### config.mk
export PLATFORM = sky130hd
export DESIGN_NAME = operand_loader_flat
export DESIGN_NICKNAME = d
export VERILOG_FILES = /design/src/rtl/logic_unit_pkg.sv /design/src/rtl/operand_loader_if.sv /design/src/rtl/operand_loader.sv /design/src/flat_wrapper.sv
export SDC_FILE = /design/constraint.sdc
export NUM_CORES = 1
export LEC_CHECK = 0
export BUFFER_PORTS_ARGS = -buffer_cell sky130_fd_sc_hd__buf_2
export CAP_MARGIN = 20
export CORE_ASPECT_RATIO = 1.75
export CORE_MARGIN = 10
export CORE_UTILIZATION = 28
export CTS_CLUSTER_DIAMETER = 80
export DETAILED_ROUTE_END_ITERATION = 16
export SYNTH_ARGS = -nofsm -noshare
export SYNTH_HDL_FRONTEND = slang
export SYNTH_SLANG_ARGS = --single-unit
### constraint.sdc
create_clock -name clk -period 2.3 [get_ports clk]
set_input_delay 0.115 -clock clk [delete_from_list [all_inputs] [get_ports clk]]
set_output_delay 0.115 -clock clk [all_outputs]
set_load 0.05 [all_outputs]
### src/rtl/logic_unit_pkg.sv
// Shared constants and types for the 8-bit bitwise logic unit and its operand loader.
// The logic unit reuses WIDTH_DEFAULT so both stages agree on the lane count.
package logic_unit_pkg;

    localparam int WIDTH_DEFAULT = 8;

    typedef enum logic [1:0] {
        LOAD_A  = 2'd0,
        LOAD_B  = 2'd1,
        PRESENT = 2'd2
    } loader_state_t;

endpackage : logic_unit_pkg

### src/rtl/operand_loader_if.sv
// Operand beat input stream plus the parallel a/b pair handshake towards the logic unit.
// master = the surrounding environment, slave = the loader itself.
interface operand_loader_if
    import logic_unit_pkg::*;
#(
    parameter int WIDTH = WIDTH_DEFAULT
);

    logic [WIDTH-1:0] in_data;
    logic             in_valid;
    logic             in_ready;
    logic [WIDTH-1:0] a;
    logic [WIDTH-1:0] b;
    logic             op_valid;
    logic             op_ready;

    modport master (
        output in_data, in_valid, op_ready,
        input  in_ready, a, b, op_valid
    );

    modport slave (
        input  in_data, in_valid, op_ready,
        output in_ready, a, b, op_valid
    );

endinterface : operand_loader_if

### src/rtl/operand_loader.sv
// Collects operands A and B as two beats on one bus and presents them together,
// held stable, until downstream consumes the pair; counts completed pairs mod 256.
module operand_loader
    import logic_unit_pkg::*;
#(
    parameter int WIDTH = WIDTH_DEFAULT
) (
    input  logic                   clk,
    input  logic                   rst_n,
    input  logic                   abort,
    operand_loader_if.slave        bus,
    output logic [7:0]             pair_count
);

    loader_state_t    state_q, state_d;
    logic [WIDTH-1:0] a_q, a_d;
    logic [WIDTH-1:0] b_q, b_d;
    logic [7:0]       pair_count_q, pair_count_d;
    logic             in_ready_c;
    logic             op_valid_c;

    // NOTE: every signal written here gets a default first, so no path leaves it unassigned and no latch is inferred.
    always_comb begin
        state_d      = state_q;
        a_d          = a_q;
        b_d          = b_q;
        pair_count_d = pair_count_q;
        in_ready_c   = 1'b0;
        op_valid_c   = 1'b0;

        // Abort outranks both handshakes: nothing is captured or consumed this cycle.
        if (abort) begin
            state_d = LOAD_A;
            a_d     = '0;
            b_d     = '0;
        end else begin
            unique case (state_q)
                LOAD_A: begin
                    in_ready_c = 1'b1;
                    if (bus.in_valid) begin
                        a_d     = bus.in_data;
                        state_d = LOAD_B;
                    end
                end
                LOAD_B: begin
                    in_ready_c = 1'b1;
                    if (bus.in_valid) begin
                        b_d     = bus.in_data;
                        state_d = PRESENT;
                    end
                end
                PRESENT: begin
                    op_valid_c = 1'b1;
                    if (bus.op_ready) begin
                        pair_count_d = pair_count_q + 8'd1;
                        state_d      = LOAD_A;
                    end
                end
                default: begin
                    state_d = LOAD_A;
                end
            endcase
        end
    end

    // NOTE: state registers use non-blocking assignments so every flop samples pre-edge values.
    always_ff @(posedge clk or negedge rst_n) begin
        if (!rst_n) begin
            state_q      <= LOAD_A;
            a_q          <= '0;
            b_q          <= '0;
            pair_count_q <= '0;
        end else begin
            state_q      <= state_d;
            a_q          <= a_d;
            b_q          <= b_d;
            pair_count_q <= pair_count_d;
        end
    end

    // Ready/valid depend only on registered state and abort, never on in_valid or op_ready.
    assign bus.in_ready = in_ready_c;
    assign bus.op_valid = op_valid_c;
    assign bus.a        = a_q;
    assign bus.b        = b_q;
    assign pair_count   = pair_count_q;

endmodule : operand_loader

### src/flat_wrapper.sv
// flat-port wrapper written by rule: the top's interface ports become plain ports
module operand_loader_flat import logic_unit_pkg::*;
#(
    parameter int WIDTH = WIDTH_DEFAULT
)
  (clk, rst_n, abort, pair_count, bus_in_data, bus_in_valid, bus_op_ready, bus_in_ready, bus_a, bus_b, bus_op_valid);
  operand_loader_if #(.WIDTH(WIDTH)) bus_i ();
  input  logic clk;
  input  logic rst_n;
  input  logic abort;
  output logic [7:0] pair_count;
  input wire logic [$bits(bus_i.in_data)-1:0] bus_in_data;
  input wire logic [$bits(bus_i.in_valid)-1:0] bus_in_valid;
  input wire logic [$bits(bus_i.op_ready)-1:0] bus_op_ready;
  output wire logic [$bits(bus_i.in_ready)-1:0] bus_in_ready;
  output wire logic [$bits(bus_i.a)-1:0] bus_a;
  output wire logic [$bits(bus_i.b)-1:0] bus_b;
  output wire logic [$bits(bus_i.op_valid)-1:0] bus_op_valid;
  assign bus_i.in_data = bus_in_data;
  assign bus_i.in_valid = bus_in_valid;
  assign bus_i.op_ready = bus_op_ready;
  assign bus_in_ready = bus_i.in_ready;
  assign bus_a = bus_i.a;
  assign bus_b = bus_i.b;
  assign bus_op_valid = bus_i.op_valid;
  operand_loader #(.WIDTH(WIDTH)) u_core (.clk(clk), .rst_n(rst_n), .abort(abort), .bus(bus_i), .pair_count(pair_count));
endmodule
==> metrics.cfg <==
[floorplanning]
start_util_pct=28.59
die_width_um=67.27
die_area_um2=6910
std_cell_rows=30
core_area_um2=3829
io_pins=39
fp.dieH_um=102.7

[synth]
yosysWarnings=0
yosysSeqAreaShare_pct=59.43
yosys.area.top_type_share_pct=59.43
synth_fp_nets=106
synthTopCellsByArea=dfrtp_1 59%, mux2i_1 15%, nor2_1 6.2%
syn-cell-area_um2=1095
synth_cells=92
synth_cell_type_count=20
postSynthRegisterBits=26
synth_largest_area_cell=dfrtp_1
syn_avg_cell_area_um2=11.90

[worst_setup_path]
slowest_stage=dfrtp_1
worst_ep_required_time_ps=2180
crit_chain=or3b_4, inv_1, buf_2
crit_path_end_kind=primary output
slowest_delay_ps=460
start_kind=flip-flop
cp_num_buf_inv=2
worst-setup-path-type=reg2out
crit_arrival_ps=1500
crit_family=flip-flops
worstPathMaxFanout=6

[sta]
skew_ps=1.885
fmax_mhz=618.6
finalMaxSlewViolations=0
finalWorstSetupSlack_ps=683.4
worst_pin_slew_ps=634.5
fin_crit_sh_pct=70.29
hold_violations=0
setup_violations=0
setup-tns-final_ps=0
rsz0062_at_grt=no
slew_headroom_pct=57.57
period_needed_ps=1617

[route]
avgRoutedWirePerCell_um=14.91
post-route-drc-count=0
routed_wl_um=2668
vias=812
drtIter0Drc=15
firstDrtPassIters=3
antenna_left=0
viasPerCell=4.536

[pwr]
peakVddDrop_mv=0.4751
p_total_mw=1.043
p_per_area_nw_per_um2=749.7
power_leakage_nw=0.7903

[grt]
grt_first_pass_wirelength_um=4160
overflow=0
antenna_found_initial=0
grt_max_degree=27
grt_pass1_vias=923
grt_use_total_pct=7.640

[run]
maxCapViolations=0

[layout]
regArea_um2=650.6
n_antenna_cell=0
area_growth_pct=27.09
drive_gt1_share_pct=34.35
fillers=422
layout.nets=147
multi_input_area_um2=420.4
post-route-util_pct=36.34

[clocking]
insertion_delay_ps=260
clkSlewWorstSetupHoldPaths_ps=80
cts_htree_levels=1
cts.sinks=26
tritoncts=built
cts_made_buffers=3
clk_path_buf_depth=2
cts-root-buf=clkbuf_8
ctsResizeCount=0

[outcome]
status=finished, final reports clean

[placement]
pre_cts_ws_ps=782.1
place_hpwl_um=2159
numPortBuffers=38
place.gp.congestion=0.6954

[worst_hold_path]
hp-class=in2reg

[metal layers]
metal / global-route usage (%) / vias to the layer above / part of all wire [%]
met5: 0 / - / 0
met4: 2.381 / 0 / 0.45
met3: 3.373 / 2 / 8.2
met2: 13.71 / 20 / 54
met1: 7.563 / 403 / 37
li1: - / 387 / -
[area by class of cell]
class / count / share of cell area (%)
well taps: 48 / 4.317
repair buffers: 40 / 14.93
multi-input cells: 59 / 30.22
flip-flops and latches: 26 / 46.76
clock buffers: 3 / 2.968
inverters: 3 / 0.8094
[kinds of logic after synthesis]
logic type	Yosys count	share of synthesized area, %
buffers and inverters	7	2.628
DFF	26	59.43
xor gates and xnor gates	8	6.400
muxes	17	15.66
adders and majority gates	1	1.143
and+or+nand+nor	32	14.17
AOI/OAI and AO/OA	1	0.5718
[power breakdown]
group	total (mW)	leakage, nW	internal [mW]	switching (mW)
registers	0.524	0.344	0.492	0.0318
logic	0.276	0.425	0.0789	0.197
clock network	0.244	0.0216	0.117	0.127
[sequential cells by signal, summed over array words and instances (netlist names)]
name and cells:
u_core.bus.a 8, u_core.bus.b 8, u_core.pair_count 8, u_core.state_q 2
[metrics by stage]
stage	hold WS [ps]	cells	area (µm²)
2_1_floorplan	-180.6	92	1095
3_5_place_dp	149.3	175	1340
6_report	97.84	179	1391
4_1_cts	89.81	179	1391
3_3_place_gp	135.3	175	1340
5_1_grt	87.95	179	1391
[placed cells by master (no fill, tap or decap), drive strengths merged]
cell type,instances
buf,39
dfrtp,26
nor2,18
mux2i,16
xnor2,5
nand3,4
nor3,4
inv,3
xor2,3
clkbuf,3
or3b,1
nor3b,1
nand2,1
nand4bb,1
mux2,1
nor4,1
nand3b,1
o22ai,1
ha,1
dlygate4sd3,1
[final timing paths]
path                                                        from                          endpoint  slack, ps  cells after the start
worst min-delay path                                bus_op_ready     u_core.state_q[1]$_DFFE_PN0P_        100                      2
worst max-delay path               u_core.state_q[1]$_DFFE_PN0P_                      bus_op_valid        680                      3
worst min register to register  u_core.pair_count[7]$_DFFE_PN0P_  u_core.pair_count[7]$_DFFE_PN0P_        490                      1
worst max register to register     u_core.state_q[1]$_DFFE_PN0P_       u_core.bus.b[1]$_DFFE_PN0P_        790                      3
max in group asynchronous                                  rst_n       u_core.bus.b[5]$_DFFE_PN0P_       1550                      2
min in group asynchronous                                  rst_n  u_core.pair_count[4]$_DFFE_PN0P_        370                      2
[cell usage after synthesis]
library cell,number
nand3_1,4
buf_1,1
nand3b_1,1
nor2_1,18
clkbuf_1,1
xnor2_1,5
o22ai_1,1
nor3_1,4
buf_2,2
nand4bb_1,1
xor2_1,3
or3b_4,1
nor4_1,1
mux2_2,1
dfrtp_1,26
mux2i_1,16
inv_1,3
nor3b_1,1
ha_1,1
nand2_1,1
[timing repair]
action | 4_1_cts | 5_1_grt
setup buffers | 0 | 0
hold buffers | 1 | 0
endpoints found under the setup margin | 0 | 0
endpoints found under the hold margin | 26 | 0
[worst register-to-register path: cells and delay by family, from the launching register on]
family,cells,cell delay (ps)
AND/OR/NAND/NOR,2,620
flip-flops,1,450
multiplexers,1,310
Note: power is estimated with default switching activity, not from simulation.
